### config.mk
export PLATFORM = sky130hd
export DESIGN_NAME = mc_ctrl
export DESIGN_NICKNAME = d
export VERILOG_FILES = /design/src/rtl/mc_pkg.sv /design/src/rtl/mc_decode.sv /design/src/rtl/mc_ctrl.sv
export SDC_FILE = /design/constraint.sdc
export NUM_CORES = 1
export LEC_CHECK = 0
export CAP_MARGIN = 20
export CORE_MARGIN = 2
export CORE_UTILIZATION = 38
export CTS_CLUSTER_DIAMETER = 30
export DETAILED_ROUTE_END_ITERATION = 10
export GPL_ROUTABILITY_DRIVEN = 0
export PLACE_DENSITY = 0.85
export SLEW_MARGIN = 25
export SYNTH_ARGS = -nofsm -noshare
export SYNTH_HDL_FRONTEND = slang
export SYNTH_HIERARCHICAL = 1
export SYNTH_SLANG_ARGS = --single-unit
### constraint.sdc
create_clock -name clk -period 3.7 [get_ports clk]
set_clock_uncertainty 0.2 [all_clocks]
set_input_delay 0.555 -clock clk [delete_from_list [all_inputs] [get_ports clk]]
set_output_delay 0.555 -clock clk [all_outputs]
set_load 0.01 [all_outputs]
### src/rtl/mc_pkg.sv
// rtl/mc_pkg.sv - opcodes, state and control-field encodings for the multicycle control unit
package mc_pkg;

  // Primary opcodes (instr[31:26])
  localparam logic [5:0] OP_RTYPE = 6'b000000;
  localparam logic [5:0] OP_ADDIU = 6'b001001;
  localparam logic [5:0] OP_ORI   = 6'b001101;
  localparam logic [5:0] OP_LUI   = 6'b001111;
  localparam logic [5:0] OP_LW    = 6'b100011;
  localparam logic [5:0] OP_LB    = 6'b100000;
  localparam logic [5:0] OP_LBU   = 6'b100100;
  localparam logic [5:0] OP_LH    = 6'b100001;
  localparam logic [5:0] OP_LHU   = 6'b100101;
  localparam logic [5:0] OP_SW    = 6'b101011;
  localparam logic [5:0] OP_SB    = 6'b101000;
  localparam logic [5:0] OP_SH    = 6'b101001;
  localparam logic [5:0] OP_BEQ   = 6'b000100;
  localparam logic [5:0] OP_BGTZ  = 6'b000111;
  localparam logic [5:0] OP_J     = 6'b000010;
  localparam logic [5:0] OP_JAL   = 6'b000011;

  // R-type function codes (instr[5:0])
  localparam logic [5:0] FN_ADDU = 6'b100001;
  localparam logic [5:0] FN_SUBU = 6'b100011;
  localparam logic [5:0] FN_SLT  = 6'b101010;
  localparam logic [5:0] FN_JR   = 6'b001000;

  typedef enum logic [3:0] {
    S_FETCH  = 4'd0,
    S_DECODE = 4'd1,
    S_EXE    = 4'd2,
    S_ALUWB  = 4'd3,
    S_MEMADR = 4'd4,
    S_MEMRD  = 4'd5,
    S_MEMWB  = 4'd6,
    S_MEMWR  = 4'd7,
    S_BRANCH = 4'd8,
    S_JUMP   = 4'd9,
    S_JREXE  = 4'd10,
    S_JR     = 4'd11
  } state_t;

  typedef enum logic [3:0] {
    C_RALU    = 4'd0,
    C_IALU    = 4'd1,
    C_LOAD    = 4'd2,
    C_STORE   = 4'd3,
    C_BRANCH  = 4'd4,
    C_J       = 4'd5,
    C_JAL     = 4'd6,
    C_JR      = 4'd7,
    C_ILLEGAL = 4'd8
  } cls_t;

  localparam logic [1:0] REGDST_RT = 2'b00;
  localparam logic [1:0] REGDST_RD = 2'b01;
  localparam logic [1:0] REGDST_RA = 2'b10;

  localparam logic [1:0] MEMTOREG_ALU = 2'b00;
  localparam logic [1:0] MEMTOREG_DR  = 2'b01;
  localparam logic [1:0] MEMTOREG_PC  = 2'b10;

  localparam logic [1:0] BR_NONE = 2'b00;
  localparam logic [1:0] BR_BEQ  = 2'b01;
  localparam logic [1:0] BR_BGTZ = 2'b10;

  localparam logic [1:0] JMP_NONE   = 2'b00;
  localparam logic [1:0] JMP_TARGET = 2'b01;
  localparam logic [1:0] JMP_REG    = 2'b10;

  localparam logic [1:0] EXT_ZERO = 2'b00;
  localparam logic [1:0] EXT_SIGN = 2'b01;
  localparam logic [1:0] EXT_LUI  = 2'b10;

  localparam logic [1:0] ALU_ADD = 2'b00;
  localparam logic [1:0] ALU_SUB = 2'b01;
  localparam logic [1:0] ALU_OR  = 2'b10;
  localparam logic [1:0] ALU_SLT = 2'b11;

endpackage

### src/rtl/mc_decode.sv
// rtl/mc_decode.sv - combinational instruction classifier with per-instruction ALU/extender controls
module mc_decode
  import mc_pkg::*;
(
  input  logic [5:0] op,
  input  logic [5:0] funct,
  output cls_t       cls,
  output logic [1:0] aluop,
  output logic [1:0] extop,
  output logic [1:0] branch
);

  // Map opcode/funct to an instruction class; anything unrecognised is illegal and runs as a NOP
  always_comb begin
    cls    = C_ILLEGAL;
    aluop  = ALU_ADD;
    extop  = EXT_ZERO;
    branch = BR_NONE;
    case (op)
      OP_RTYPE: begin
        case (funct)
          FN_ADDU: cls = C_RALU;
          FN_SUBU: begin
            cls   = C_RALU;
            aluop = ALU_SUB;
          end
          FN_SLT: begin
            cls   = C_RALU;
            aluop = ALU_SLT;
          end
          FN_JR:   cls = C_JR;
          default: cls = C_ILLEGAL;
        endcase
      end
      OP_ADDIU: begin
        cls   = C_IALU;
        extop = EXT_SIGN;
      end
      OP_ORI: begin
        cls   = C_IALU;
        aluop = ALU_OR;
      end
      OP_LUI: begin
        cls   = C_IALU;
        extop = EXT_LUI;
      end
      OP_LW, OP_LB, OP_LBU, OP_LH, OP_LHU: begin
        cls   = C_LOAD;
        extop = EXT_SIGN;
      end
      OP_SW, OP_SB, OP_SH: begin
        cls   = C_STORE;
        extop = EXT_SIGN;
      end
      OP_BEQ: begin
        cls    = C_BRANCH;
        aluop  = ALU_SUB;
        branch = BR_BEQ;
      end
      OP_BGTZ: begin
        cls    = C_BRANCH;
        aluop  = ALU_SUB;
        branch = BR_BGTZ;
      end
      OP_J:    cls = C_J;
      OP_JAL:  cls = C_JAL;
      default: cls = C_ILLEGAL;
    endcase
  end

endmodule

### src/rtl/mc_ctrl.sv
// rtl/mc_ctrl.sv - Moore FSM sequencing fetch/decode/execute/memory/write-back for the multicycle datapath
module mc_ctrl
  import mc_pkg::*;
(
  input  logic        clk,
  input  logic        rst,
  input  logic [31:0] instr,
  input  logic        zero,
  input  logic        more,
  output logic        PCWr,
  output logic        IRWr,
  output logic [1:0]  regdst,
  output logic        alusrc,
  output logic [1:0]  memtoreg,
  output logic        regwe,
  output logic        memwe,
  output logic [1:0]  branch,
  output logic [1:0]  jump,
  output logic [1:0]  extop,
  output logic [1:0]  aluop,
  output logic        turn,
  output logic [3:0]  state
);

  state_t     state_q, state_n;
  cls_t       cls;
  logic [1:0] dec_aluop, dec_extop, dec_branch;
  logic       pc_wr, ir_wr, reg_we, mem_we;

  // Operand fields and branch flags belong to the datapath; the FSM only looks at op/funct
  logic unused_inputs;
  assign unused_inputs = ^{instr[25:6], zero, more};

  mc_decode u_decode (
    .op     (instr[31:26]),
    .funct  (instr[5:0]),
    .cls    (cls),
    .aluop  (dec_aluop),
    .extop  (dec_extop),
    .branch (dec_branch)
  );

  // State register; reset returns to FETCH so the instruction restarts at the reset PC
  always_ff @(posedge clk or negedge rst) begin
    if (!rst) state_q <= S_FETCH;
    else      state_q <= state_n;
  end

  // Next-state and Moore output decode from the current state and latched instruction
  always_comb begin
    state_n  = S_FETCH;
    pc_wr    = 1'b0;
    ir_wr    = 1'b0;
    reg_we   = 1'b0;
    mem_we   = 1'b0;
    regdst   = REGDST_RT;
    alusrc   = 1'b0;
    memtoreg = MEMTOREG_ALU;
    branch   = BR_NONE;
    jump     = JMP_NONE;
    extop    = EXT_ZERO;
    aluop    = ALU_ADD;
    turn     = 1'b0;
    case (state_q)
      S_FETCH: begin
        ir_wr   = 1'b1;
        pc_wr   = 1'b1;
        state_n = S_DECODE;
      end
      S_DECODE: begin
        case (cls)
          C_RALU, C_IALU:  state_n = S_EXE;
          C_LOAD, C_STORE: state_n = S_MEMADR;
          C_BRANCH:        state_n = S_BRANCH;
          C_J, C_JAL:      state_n = S_JUMP;
          C_JR:            state_n = S_JREXE;
          default:         state_n = S_FETCH;
        endcase
      end
      S_EXE: begin
        aluop   = dec_aluop;
        extop   = dec_extop;
        alusrc  = (cls == C_IALU);
        state_n = S_ALUWB;
      end
      S_ALUWB: begin
        aluop   = dec_aluop;
        extop   = dec_extop;
        alusrc  = (cls == C_IALU);
        reg_we  = 1'b1;
        regdst  = (cls == C_RALU) ? REGDST_RD : REGDST_RT;
        state_n = S_FETCH;
      end
      S_MEMADR: begin
        aluop   = ALU_ADD;
        alusrc  = 1'b1;
        extop   = EXT_SIGN;
        state_n = (cls == C_LOAD) ? S_MEMRD : S_MEMWR;
      end
      S_MEMWR: begin
        mem_we  = 1'b1;
        state_n = S_FETCH;
      end
      S_MEMRD: state_n = S_MEMWB;
      S_MEMWB: begin
        reg_we   = 1'b1;
        memtoreg = MEMTOREG_DR;
        state_n  = S_FETCH;
      end
      S_BRANCH: begin
        aluop   = ALU_SUB;
        branch  = dec_branch;
        pc_wr   = 1'b1;
        turn    = 1'b1;
        state_n = S_FETCH;
      end
      S_JUMP: begin
        jump  = JMP_TARGET;
        pc_wr = 1'b1;
        turn  = 1'b1;
        if (cls == C_JAL) begin
          reg_we   = 1'b1;
          regdst   = REGDST_RA;
          memtoreg = MEMTOREG_PC;
        end
        state_n = S_FETCH;
      end
      S_JREXE: state_n = S_JR;
      S_JR: begin
        jump    = JMP_REG;
        pc_wr   = 1'b1;
        turn    = 1'b1;
        state_n = S_FETCH;
      end
      default: state_n = S_FETCH;
    endcase
  end

  // Commit enables are gated by reset so an aborted instruction never writes
  assign PCWr  = pc_wr  & rst;
  assign IRWr  = ir_wr  & rst;
  assign regwe = reg_we & rst;
  assign memwe = mem_we & rst;
  assign state = state_q;

endmodule

==> results.yml, run 1 <==
clock_tree:
  htree_num_levels: 1
  clk_root_buffer_cell: "sky130_fd_sc_hd__clkbuf_4"
  numCtsBuffers: 3
  cts_tree: "yes"
  clk_transition_reported_paths_ps: 40
  clk-insertion-delay-late_ps: 250
  cts.sink_count: 4
  cts_buffer_depth: 2
layout:
  final_cell_count_no_fill: 210
  most_frequent_cells_in_the_layout: "sky130_fd_sc_hd__buf_4 (28), sky130_fd_sc_hd__clkdlybuf4s50_1 (26), sky130_fd_sc_hd__nor2_1 (16), sky130_fd_sc_hd__inv_1 (7)"
  utilization: 0.678
  final_cell_area_um2: 1490
  area_of_combinational_cells_with_multiple_inputs_um2: 738
  num-fill-cells: 158
  antenna-diode-count: 0
  regArea_um2: 100
  syn_to_final_growth_pct: 71.8
  fin_nets: 224
  final_layout_size_suffix_gt1_frac: 0.275
  largest_register_ff_count: 4
  final_common_cell: "sky130_fd_sc_hd__buf_4"
sta:
  fin_hold_ws_ps: 364
  final_max_tran_viols: 0
  max_clock_freq_mhz: 279
  relSlewSlack: 0.519
  fin_crit_sh: 0.969
  finalCriticalPeriod_ps: 3590
  final_critical_path_setup_slack_ps: 114
  setup_viol: 0
  finalHoldViolations: 0
  tightestPinTransition_ps: 712
drt:
  detailedRoute.firstPassIterationCount: 4
  routed_via_density: 5.64
  finalWirelength_um: 2920
  vias: 1185
  post_drt_wl_per_cell_um: 13.9
  initialDrtViolationCount: 32
  antenna_violating_nets_post_route: 0
  detail_route.drc_violations: 0
setup_path:
  critical_path_at_ps: 2830
  crit_required_ps: 2940
  worstSetupStartpointType: "input port"
  critical_path.max_stage_delay_ps: 600
  path_cells: "clkdlybuf4s50_1, buf_4, nor2b_1, xnor2_1, o41ai_1, buf_4, nor2_2, a32o_1, clkdlybuf4s15_1"
  path_common_cell: "sky130_fd_sc_hd__buf_4"
  critical_path.endpoint_type: "primary output"
  worst-r2r-cell-count: 3
  critical_path_depth: 9
  crit_type: "input port to primary output"
  timing.critical_path.max_delay_family: "buffers and inverters"
  critPathSlowestCell: "sky130_fd_sc_hd__o41ai_1"
  cp_max_fo: 9
  critical_path_buf_inv_count: 4
synth:
  async_flop_share: 1.00
  synth_flop_type: "sky130_fd_sc_hd__dfrtp_1"
  yosys_register_bits: 4
  synth.cell_area_um2: 865
  total_number_of_yosys_warnings: 6
  synthDistinctLibCells: 45
  post_synthesis_net_count: 163
  synth-seq-area-share: 0.116
  synth_edf_count: 0
  post_synthesis_cells: 123
  syn_area_per_cell_um2: 7.03
grt:
  overflow: 0
  grt_antenna_before_repair: 0
  global_route_usage_sum: 0.229
  first_global_vias: 1081
  grt_max_degree: 17
  first_pass_grt_wire_length_um: 4700
placed_design:
  count_of_placed_standard_cells_including_taps: 205
  post_dp_hpwl_um: 2170
  dpl_worst_slack_ps: -452
  port-buffer-count: 35
  area_of_placed_instances_um2: 1400
status:
  status: "completed"
floorplan:
  floorplan.die_area_um2: 2670
  die_w_um: 51.7
  number_of_rows_in_the_core_area: 17
  ios: 58
  core_area_um2: 2190
  fp.dieH_um: 51.7
  initial_utilization: 0.395
power:
  worst_ir_drop_vdd_mv: 0.214
  static-leakage-power_nw: 0.670
  power.density_nw_per_um2: 276
worst_hold_path:
  timing.hold.worst.class: "input port to asynchronous set/reset pin"
job:
  max-cap-violations: 0
## path summary, 6_finish.rpt
kind	to	slack, ps	start
worst max-delay path	alusrc	110	instr[28]
worst min-delay path	state[1]$_DFF_PN0_	360	rst
max in group asynchronous	state[0]$_DFF_PN0_	2690	rst
worst min register to register	state[0]$_DFF_PN0_	500	state[0]$_DFF_PN0_
worst max register to register	state[1]$_DFF_PN0_	1920	state[3]$_DFF_PN0_
min in group clk	state[0]$_DFF_PN0_	500	state[0]$_DFF_PN0_
## timing repair
| action | CTS | global route |
|---|---|---|
| cloned | 0 | 0 |
| buffers inserted | 2 | 0 |
| resized for setup | 15 | 14 |
| endpoints found under the setup margin | 5 | 5 |
| hold buffers | 0 | 0 |
| pin swaps | 2 | 6 |
## layer usage
| layer | GRT usage | vias to the layer above | wire length [µm] |
|---|---|---|---|
| met2 | 0.404 | 62 | 1520 |
| li1 | - | 570 | - |
| met1 | 0.283 | 551 | 1210 |
| met3 | 0.0460 | 2 | 178 |
| met4 | 0.0526 | 0 | 14 |
| met5 | 0 | - | 0 |
## synthesized netlist by cell type, drive strengths merged (2+ instances only)
cell | number | area [µm²]
nor3b | 2 | 15.0
nor3 | 2 | 21.3
ha | 4 | 50.1
dfrtp | 4 | 100
nand4b | 2 | 17.5
or4b | 3 | 33.8
nand2 | 6 | 22.5
nor2b | 6 | 37.5
nand3b | 2 | 15.0
and2b | 2 | 16.3
nor4 | 2 | 12.5
nor2 | 17 | 63.8
a2111oi | 2 | 23.8
clkbuf | 2 | 7.51
a21oi | 5 | 25.0
nand3 | 6 | 30.0
nand2b | 7 | 43.8
and2 | 4 | 25.0
xnor2 | 3 | 26.3
nand4 | 4 | 25.0
o22ai | 3 | 18.8
o21ai | 4 | 20.0
buf | 5 | 37.5
or3 | 2 | 12.5
and3 | 4 | 25.0
inv | 8 | 30.0
## metrics by stage
| stage | TNS [ps] | power (mW) |
|---|---|---|
| 2_1_floorplan | 0 | 0.233 |
| 3_3_place_gp | -1100 | 0.328 |
| 3_5_place_dp | -1450 | 0.337 |
| 4_1_cts | -19.2 | 0.400 |
| 5_1_grt | -0.446 | 0.440 |
| 6_report | 0 | 0.410 |
## area by class of cell
type	count	share of cell area
Multi-Input combinational cell	104	0.497
Clock buffer	3	0.0152
Tap cell	28	0.0236
Inverter	8	0.0202
Timing Repair Buffer	63	0.377
Sequential cell	4	0.0674
## kinds of logic (layout without fill, tap and decap cells)
logic type,after synthesis,in the layout,synth area share
AND/OR/NAND/NOR,73,73,0.506
AO/OA/AOI/OAI,23,23,0.191
buffers and inverters,15,74,0.0868
adder cells (fa/ha/maj),5,5,0.0695
flip-flops,4,4,0.116
XOR/XNOR,3,3,0.0304
## power breakdown
part           leakage (nW)  internal, mW  total (mW)  switching, mW
Combinational         0.604         0.130       0.252          0.122
Clock                0.0138        0.0368      0.0621         0.0253
Sequential           0.0526        0.0559      0.0959         0.0400
Total                 0.670         0.222       0.410          0.187
No activity file was read; power rests on OpenSTA's default activity.
==> run 2: changes to the inputs <==
- SETUP_SLACK_MARGIN: not set -> 0.2
==> run 2 against run 1 <==
Net effect:
- non-clock buffer count is 6 higher
- wire length is 20% higher
- final cell count is 2.9% higher
- register-to-register slack hardly changed
- via count is 8.2% higher
- count of clock-buffer cells in the layout stayed put
- global-route usage is 1.9 points higher
- setup slack better by 140 ps
- die area stayed put
- sequential power is 3.3% higher
- cell area is 4.5% higher
- clock power is 1% higher
- critical endpoint unchanged
==> results.yml, run 2 (same netlist as run 1, synthesis figures left out) <==
status:
  status: "completed"
layout:
  syn_to_final_growth_pct: 79.6
  final_cell_count_no_fill: 216
  final_layout_size_suffix_gt1_frac: 0.346
  largest_register_ff_count: 4
  antenna-diode-count: 0
  most_frequent_cells_in_the_layout: "sky130_fd_sc_hd__buf_4 (33), sky130_fd_sc_hd__clkdlybuf4s50_1 (24), sky130_fd_sc_hd__nor2_1 (15)"
  final_common_cell: "sky130_fd_sc_hd__buf_4"
  fin_nets: 230
  num-fill-cells: 150
setup_path:
  worst_case_register_to_register_setup_slack_ps: 1910
  critical_path_at_ps: 2700
  crit_type: "input port to primary output"
  crit_required_ps: 2940
  cp_max_fo: 9
  worstSetupStartpointType: "input port"
  critical_path.endpoint_type: "primary output"
grt:
  overflow: 0
  grt_max_degree: 17
  first_global_vias: 1112
  global_route_usage_sum: 0.247
  grt_antenna_before_repair: 0
  first_pass_grt_wire_length_um: 5020
sta:
  relSlewSlack: 0.681
  max_clock_freq_mhz: 290
  final_max_tran_viols: 0
  timing.setup.tns_ps: 0
  finalCriticalPeriod_ps: 3450
  unrepaired_setup_endpoints_after_global_routing: "false"
  fin_crit_sh: 0.933
  finalHoldViolations: 0
  setup_viol: 0
  tightestPinTransition_ps: 478
clock_tree:
  cts.sink_count: 4
  clk-insertion-delay-late_ps: 260
  cts_buffer_depth: 2
  numCtsBuffers: 3
  clk_root_buffer_cell: "sky130_fd_sc_hd__clkbuf_4"
  htree_num_levels: 1
  cts_tree: "yes"
  clk_transition_reported_paths_ps: 50
  cts.hold.buffers_added: 0
power:
  power.share.switching: 0.474
  internal_power_mw: 0.226
  pwr-share-comb: 0.622
  power_frac_seq: 0.231
  power.density_nw_per_um2: 276
  static-leakage-power_nw: 0.694
  power.share.clock: 0.147
  worst_ir_drop_vdd_mv: 0.222
  switching_power_mw: 0.203
drt:
  detailedRoute.firstPassIterationCount: 4
  finalWirelength_um: 3520
  routed_via_density: 5.94
  detail_route.drc_violations: 0
  initialDrtViolationCount: 76
  antenna_violating_nets_post_route: 0
  vias: 1282
  post_drt_wl_per_cell_um: 16.3
floorplan:
  initial_utilization: 0.395
  die_w_um: 51.7
  core_area_um2: 2190
  floorplan.die_area_um2: 2670
  number_of_rows_in_the_core_area: 17
  fp.dieH_um: 51.7
  ios: 58
placed_design:
  port-buffer-count: 35
  count_of_placed_standard_cells_including_taps: 205
  post_dp_hpwl_um: 2170
job:
  max-cap-violations: 0
worst_hold_path:
  timing.hold.worst.class: "input port to asynchronous set/reset pin"
[run 2: changes by cell type in the layout (fill, tap and decap cells not counted), sizes merged]
cell / delta
buf: +6
clkbuf: +5
dlymetal6s2s: -3
clkdlybuf4s50: -2
[run 2: power groups by stage]
stage | logic (mW) | registers, mW | clock network (mW)
6_report | 0.267 | 0.0991 | 0.0630
5_1_grt | 0.285 | 0.101 | 0.0675
4_1_cts | 0.247 | 0.0944 | 0.0620
3_5_place_dp | 0.242 | 0.0952 | 0
3_3_place_gp | 0.235 | 0.0936 | 0
2_1_floorplan | 0.159 | 0.0735 | 0
[run 2: metrics by stage]
stage / area [µm²] / hold WS, ps / power, mW / util / setup WS (ps)
2_1_floorplan: 865 / 59.4 / 0.233 / - / 380
3_3_place_gp: 1400 / 470 / 0.328 / 0.639 / -346
3_5_place_dp: 1400 / 475 / 0.337 / 0.639 / -452
4_1_cts: 1490 / 367 / 0.403 / 0.679 / 163
5_1_grt: 1550 / 375 / 0.454 / 0.709 / 125
6_report: 1550 / 362 / 0.429 / 0.709 / 249
[run 2: path summary, 6_finish.rpt]
| check | from | to | cells after the start |
|---|---|---|---|
| worst max-delay path | instr[28] | alusrc | 10 |
| worst min-delay path | rst | state[1]$_DFF_PN0_ | 1 |
| worst max register to register | state[3]$_DFF_PN0_ | state[1]$_DFF_PN0_ | 3 |
| worst min register to register | state[2]$_DFF_PN0_ | state[3]$_DFF_PN0_ | 1 |
| max in group asynchronous | rst | state[0]$_DFF_PN0_ | 1 |
| min in group clk | state[2]$_DFF_PN0_ | state[3]$_DFF_PN0_ | 1 |
[run 2: critical path, cell delays in order]
cell                              delay (ps)
sky130_fd_sc_hd__clkdlybuf4s50_1         420
sky130_fd_sc_hd__buf_4                   180
sky130_fd_sc_hd__maj3_1                  370
sky130_fd_sc_hd__a221oi_2                220
sky130_fd_sc_hd__nand3_1                 140
sky130_fd_sc_hd__buf_4                   160
sky130_fd_sc_hd__buf_4                   140
sky130_fd_sc_hd__nor2_4                  120
sky130_fd_sc_hd__a32o_1                  180
sky130_fd_sc_hd__clkdlybuf4s15_2         220
[run 2: per-layer routing]
layer / wire, µm / track usage / vias up
met1: 1390 / 0.306 / 597
met3: 296 / 0.0546 / 16
met5: 0 / 0 / -
li1: - / - / 581
met2: 1740 / 0.425 / 88
met4: 93 / 0.0746 / 0
[run 2: layout make-up]
| class | count | area [µm²] | area share |
|---|---|---|---|
| Tap cell | 28 | 35.0 | 0.0226 |
| Timing Repair Buffer | 69 | 583 | 0.376 |
| Multi-Input combinational cell | 104 | 782 | 0.504 |
| Inverter | 8 | 30.0 | 0.0193 |
| Sequential cell | 4 | 100 | 0.0645 |
| Clock buffer | 3 | 22.5 | 0.0145 |
[run 2: timing repair]
action,in CTS,in global routing
pin swaps,3,5
gates resized for setup,32,19
endpoints found under the setup margin,6,5
setup buffers,3,5
==> patch 1, RTL diff (config.mk and constraints of run 1) <==
Register the output `memtoreg`, cleared by the reset; this adds one clock of latency there. The other outputs are not delayed to match.
--- a/src/rtl/mc_ctrl.sv
+++ b/src/rtl/mc_ctrl.sv
@@ -21,6 +21,8 @@
   output logic        turn,
   output logic [3:0]  state
 );
+
+  logic [1:0] memtoreg_d;
 
   state_t     state_q, state_n;
   cls_t       cls;
@@ -55,7 +57,7 @@
     mem_we   = 1'b0;
     regdst   = REGDST_RT;
     alusrc   = 1'b0;
-    memtoreg = MEMTOREG_ALU;
+    memtoreg_d = MEMTOREG_ALU;
     branch   = BR_NONE;
     jump     = JMP_NONE;
     extop    = EXT_ZERO;
@@ -104,7 +106,7 @@
       S_MEMRD: state_n = S_MEMWB;
       S_MEMWB: begin
         reg_we   = 1'b1;
-        memtoreg = MEMTOREG_DR;
+        memtoreg_d = MEMTOREG_DR;
         state_n  = S_FETCH;
       end
       S_BRANCH: begin
@@ -121,7 +123,7 @@
         if (cls == C_JAL) begin
           reg_we   = 1'b1;
           regdst   = REGDST_RA;
-          memtoreg = MEMTOREG_PC;
+          memtoreg_d = MEMTOREG_PC;
         end
         state_n = S_FETCH;
       end
@@ -143,5 +145,13 @@
   assign memwe = mem_we & rst;
   assign state = state_q;
 
+  always_ff @(posedge clk or negedge rst) begin
+    if (!rst) begin
+      memtoreg <= '0;
+    end else begin
+      memtoreg <= memtoreg_d;
+    end
+  end
+
 endmodule
 
Behaviour: not the same (a bounded check fails within 4 cycles, from zero or initial values and one cycle with rst low).
==> patch 1 against run 1 <==
- setup slack worse by 1.4 ps
- core utilization down 3.4 points
- power is 2.3% higher
- maximum frequency barely moved
- sequential share of layout area increased by 3.6 points
- wire length decreased by 6.0%
- area after synthesis grew 6.2%
- design area decreased by 2.2%
- sequential cell count up 2
- hold slack gained 30 ps
- die area up 5.7%
- non-clock buffer count decreased by 5
==> patch 1: results (changes against run 1) <==
complex-gate fraction of the synthesized area=0.177 (-0.0139); XOR/XNOR Fraction of Synth Area=0.0381 (+0.00776); Final ANT Viol Nets=0 (unchanged); initial DRC count=10 (-69%); share of cells above drive strength 1=0.222 (-0.0531); Post-Synth Adder-Cell Area=0.0654 (-0.00407); nets@finish=218 (-2.7%); Skew-Pair Late Insertion Delay=250 ps (about the same); Hold Buf Count CTS=0 (unchanged); worst-margin pin slew=556 ps (-155 ps); largest net degree at the start of global routing=20 (+3); peak supply drop=0.225 mV (+5.4%); r2r endpoint=state[3]; CP max FO=2 (-7); fillers=222 (+41%); vias post-DR=1110 (-6.3%); first-pass GRT wire length=4460 um (-5.1%); DR WL/cell=13.5 um (-3.2%); routing usage on met2=0.444 (+0.0399); routed metal-1 wirelength=1090 um (-10%); Global Route met1 Usage=0.207 (-0.0760); hpwl dp=2140 um (-1.6%); register area share after synthesis=0.163 (+0.0477); PostCTS Resize Cnt=17 (+2); top cells by instance count after synthesis=nor2_1 (13), nand2_1 (8), a21oi_1 (7), and3_1 (7), inv_1 (7); Switch Pwr=0.000175 W (-6.4%); initial antenna violation count=0 (unchanged); GRT Resource Usage Total=0.211 (-0.0171); Arrival @ worst endpoint=2830 ps (about the same); R2R Setup Slk=2110 ps (+190 ps); setup bufs post-CTS=3 (+1); P_seq=0.000131 W (+37%); Hold Crit Class=input pin to async pin; routed wl met2=1480 um (-2.4%); final cell count without fillers=204 (-2.9%); worst reg2reg path startpoint=state[3]; met3 WL=137 um (-23%); largest cells by area after synthesis=dfrtp_1 (16%), ha_1 (5.4%), nor2_1 (5.3%); DP Worst Slack=-422 ps (+30.0 ps); die width=53.2 um (+2.8%); Crit path max-delay family=simple AND/OR/NAND/NOR gates; Worst path max stage delay=650 ps (+50 ps); met3 Use GR=0.0141 (-0.0319); n_diodes=0 (unchanged); LEAKAGE=0.668 nW (-0.37%); WHS=394 ps (+29.8 ps); slowest CP cell=or4b_2; Total Power=0.000419 W (+2.3%); H-tree depth=1 (unchanged); reg2reg path depth=3 (unchanged); Combinational Power=0.000226 W (-10%); status=finished, final reports clean
-- patch 1: kinds of logic after synthesis --
kind of cell             Yosys count
AO/OA/AOI/OAI                     23
XOR/XNOR                           4
adder cells (fa/ha/maj)            5
buffers and inverters             15
flip-flops                         6
AND/OR/NAND/NOR                   70
-- patch 1: final cells by class --
cell class | count | area [um2] | share of cell area
Timing Repair Buffer | 58 | 517 | 0.356
Sequential cell | 6 | 150 | 0.103
Inverter | 7 | 26.3 | 0.0181
Multi-Input combinational cell | 102 | 702 | 0.483
Clock buffer | 3 | 22.5 | 0.0155
Tap cell | 28 | 35.0 | 0.0241
-- patch 1: worst max-delay path by stage --
stage / cells after the start / to / slack (ps)
6_report: 10 / regwe / 110
5_1_grt: 10 / regwe / 10
4_1_cts: 10 / aluop[0] / 10
3_5_place_dp: 11 / regwe / -420
3_3_place_gp: 11 / regwe / -360
2_1_floorplan: 9 / regwe / 570
==> patch 2, RTL diff (settings of run 1) <==
Made on the original files. Add an input register stage for `instr`, `zero` and `more`, with the module's reset; this delays them by one clock.
--- a/src/rtl/mc_ctrl.sv
+++ b/src/rtl/mc_ctrl.sv
@@ -22,6 +22,22 @@
   output logic [3:0]  state
 );
 
+  logic [31:0] instr_q;
+  logic zero_q;
+  logic more_q;
+
+  always_ff @(posedge clk or negedge rst) begin
+    if (!rst) begin
+      instr_q <= '0;
+      zero_q  <= '0;
+      more_q  <= '0;
+    end else begin
+      instr_q <= instr;
+      zero_q  <= zero;
+      more_q  <= more;
+    end
+  end
+
   state_t     state_q, state_n;
   cls_t       cls;
   logic [1:0] dec_aluop, dec_extop, dec_branch;
@@ -29,11 +45,11 @@
 
   // Operand fields and branch flags belong to the datapath; the FSM only looks at op/funct
   logic unused_inputs;
-  assign unused_inputs = ^{instr[25:6], zero, more};
+  assign unused_inputs = ^{instr_q[25:6], zero_q, more_q};
 
   mc_decode u_decode (
-    .op     (instr[31:26]),
-    .funct  (instr[5:0]),
+    .op     (instr_q[31:26]),
+    .funct  (instr_q[5:0]),
     .cls    (cls),
     .aluop  (dec_aluop),
     .extop  (dec_extop),
Function: changed (a bounded check fails within 4 cycles, from zero or initial values and one cycle with rst low).
==> patch 2 against run 1 <==
- synthesized cell count up 8.1%
- global-route usage down 4.9 points
- area after synthesis up 34%
- die area up 31%
- sequential share of layout area up 18 points
- cell count down 1.4%
- setup slack better by 5.8 ps
- clock power up 44%
- register-to-register slack worse by 950 ps
- sequential cell count up 12
- wire length up 6.5%
- power up 37%
- design area up 10%
- largest cell class unchanged
- largest power group is now sequential cells
- highest routed layer unchanged
==> patch 2: results (changes against run 1) <==
Num CTS Buffers=3 (unchanged); n_diodes=0 (unchanged); nets@finish=216 (-3.6%); GRT Resource Usage Total=0.179 (-0.0491); hpwl dp=2120 um (-2.2%); initial DRC count=60 (+88%); Global Route met1 Usage=0.226 (-0.0574); clk buf depth=2 (unchanged); routing usage on met2=0.303 (-0.101); LEAKAGE=0.703 nW (+4.9%); top cells by instance count after synthesis=dfrtp_1 (16), nor2_1 (15), a21oi_1 (7), inv_1 (7), nand2_1 (7); routed metal-1 wirelength=1190 um (-1.7%); routed wl met2=1650 um (+8.5%); status=finished, final reports clean; clk slew on worst S/H paths=90 ps (+50 ps); DRT Pass-1 Iters=8 (+4); first-pass GRT wire length=4800 um (+2.2%); peak supply drop=0.192 mV (-10%); met3 WL=217 um (+22%); CP max FO=5 (-4); Skew-Pair Late Insertion Delay=280 ps (+30 ps); Worst path max stage delay=550 ps (-50 ps); R2R Setup Slk=970 ps (-950 ps); worst reg2reg path startpoint=instr_q[30]; initial antenna violation count=0 (unchanged); vias in the first global route=1085 (+0.37%); Max-slew headroom=0.662 (+0.143); r2r endpoint=state[0]; register area share after synthesis=0.346 (+0.230); Arrival @ worst endpoint=2830 ps (about the same); routed wire length=3110 um (+6.5%); DP Area=0.00153 mm2 (+9.2%); share of cells above drive strength 1=0.149 (-0.125); Highest Signal Layer=met4; reg2reg path depth=10 (+7); max reg flops=12 (+8); syn_nets=173 (+6.1%); largest register by flop count=instr_q; largest cells by area after synthesis=dfrtp_1 (35%), nor2_1 (4.9%), ha_1 (4.3%); YS warnings=6 (unchanged); post-synth cell types=48 (+6.7%); slowest CP cell=or4_4; vias post-DR=1180 (-0.42%); Crit path max-delay family=simple AND/OR/NAND/NOR gates; met3 Use GR=0.0218 (-0.0241)
==> patch 2: cells by family (layout without fill, tap and decap cells) <==
logic type	Yosys count	count (layout)	share of synthesized area
flip-flops	16	16	0.346
buffers and inverters	15	56	0.0659
XOR/XNOR	4	4	0.0303
AND/OR/NAND/NOR	69	69	0.370
multiplexers	1	1	0.00865
adder cells (fa/ha/maj)	5	5	0.0519
AO/OA/AOI/OAI	23	23	0.128
==> patch 2: through the flow <==
step                cells  hold WS, ps  utilization  power, W  setup slack, ps
global placement      197          515        0.513  0.000454              282
global route          207          354        0.550  0.000595             33.3
detailed placement    197          529        0.513  0.000464              249
floorplan             133         59.4            -  0.000372              757
finish                207          342        0.550  0.000561              119
CTS                   201          344        0.530  0.000555             6.11
==> patch 2: area by class of cell <==
class | count | area (um2)
Fill cell | 245 | 1340
Multi-Input combinational cell | 102 | 704
Timing Repair Buffer | 46 | 438
Sequential cell | 16 | 404
Tap cell | 33 | 41.3
Inverter | 7 | 26.3
Clock buffer | 3 | 22.5
==> patch 2: where the power goes <==
group	internal [W]	switching, W
combinational	0.000121	0.0000997
sequential	0.000193	0.0000576
clock	0.0000378	0.0000514
total	0.000352	0.000209
==> patch 2: worst max-delay path by stage <==
| stage | from | end | slack, ps | cells past startpoint |
|---|---|---|---|---|
| 6_report | instr_q[30] | memtoreg[1] | 120 | 8 |
| 5_1_grt | instr_q[30] | memtoreg[1] | 30 | 8 |
| 4_1_cts | instr_q[30] | regwe | 6 | 8 |
| 3_5_place_dp | instr_q[27] | regwe | 250 | 8 |
| 3_3_place_gp | instr_q[30] | regwe | 280 | 8 |
| 2_1_floorplan | instr_q[28] | regwe | 760 | 7 |
==> patch 2: repair_timing <==
item                       4_1_cts  5_1_grt
gates resized for setup          7        3
pin swaps                        2        2
setup endpoints to repair        1        5
setup buffers                    1        6
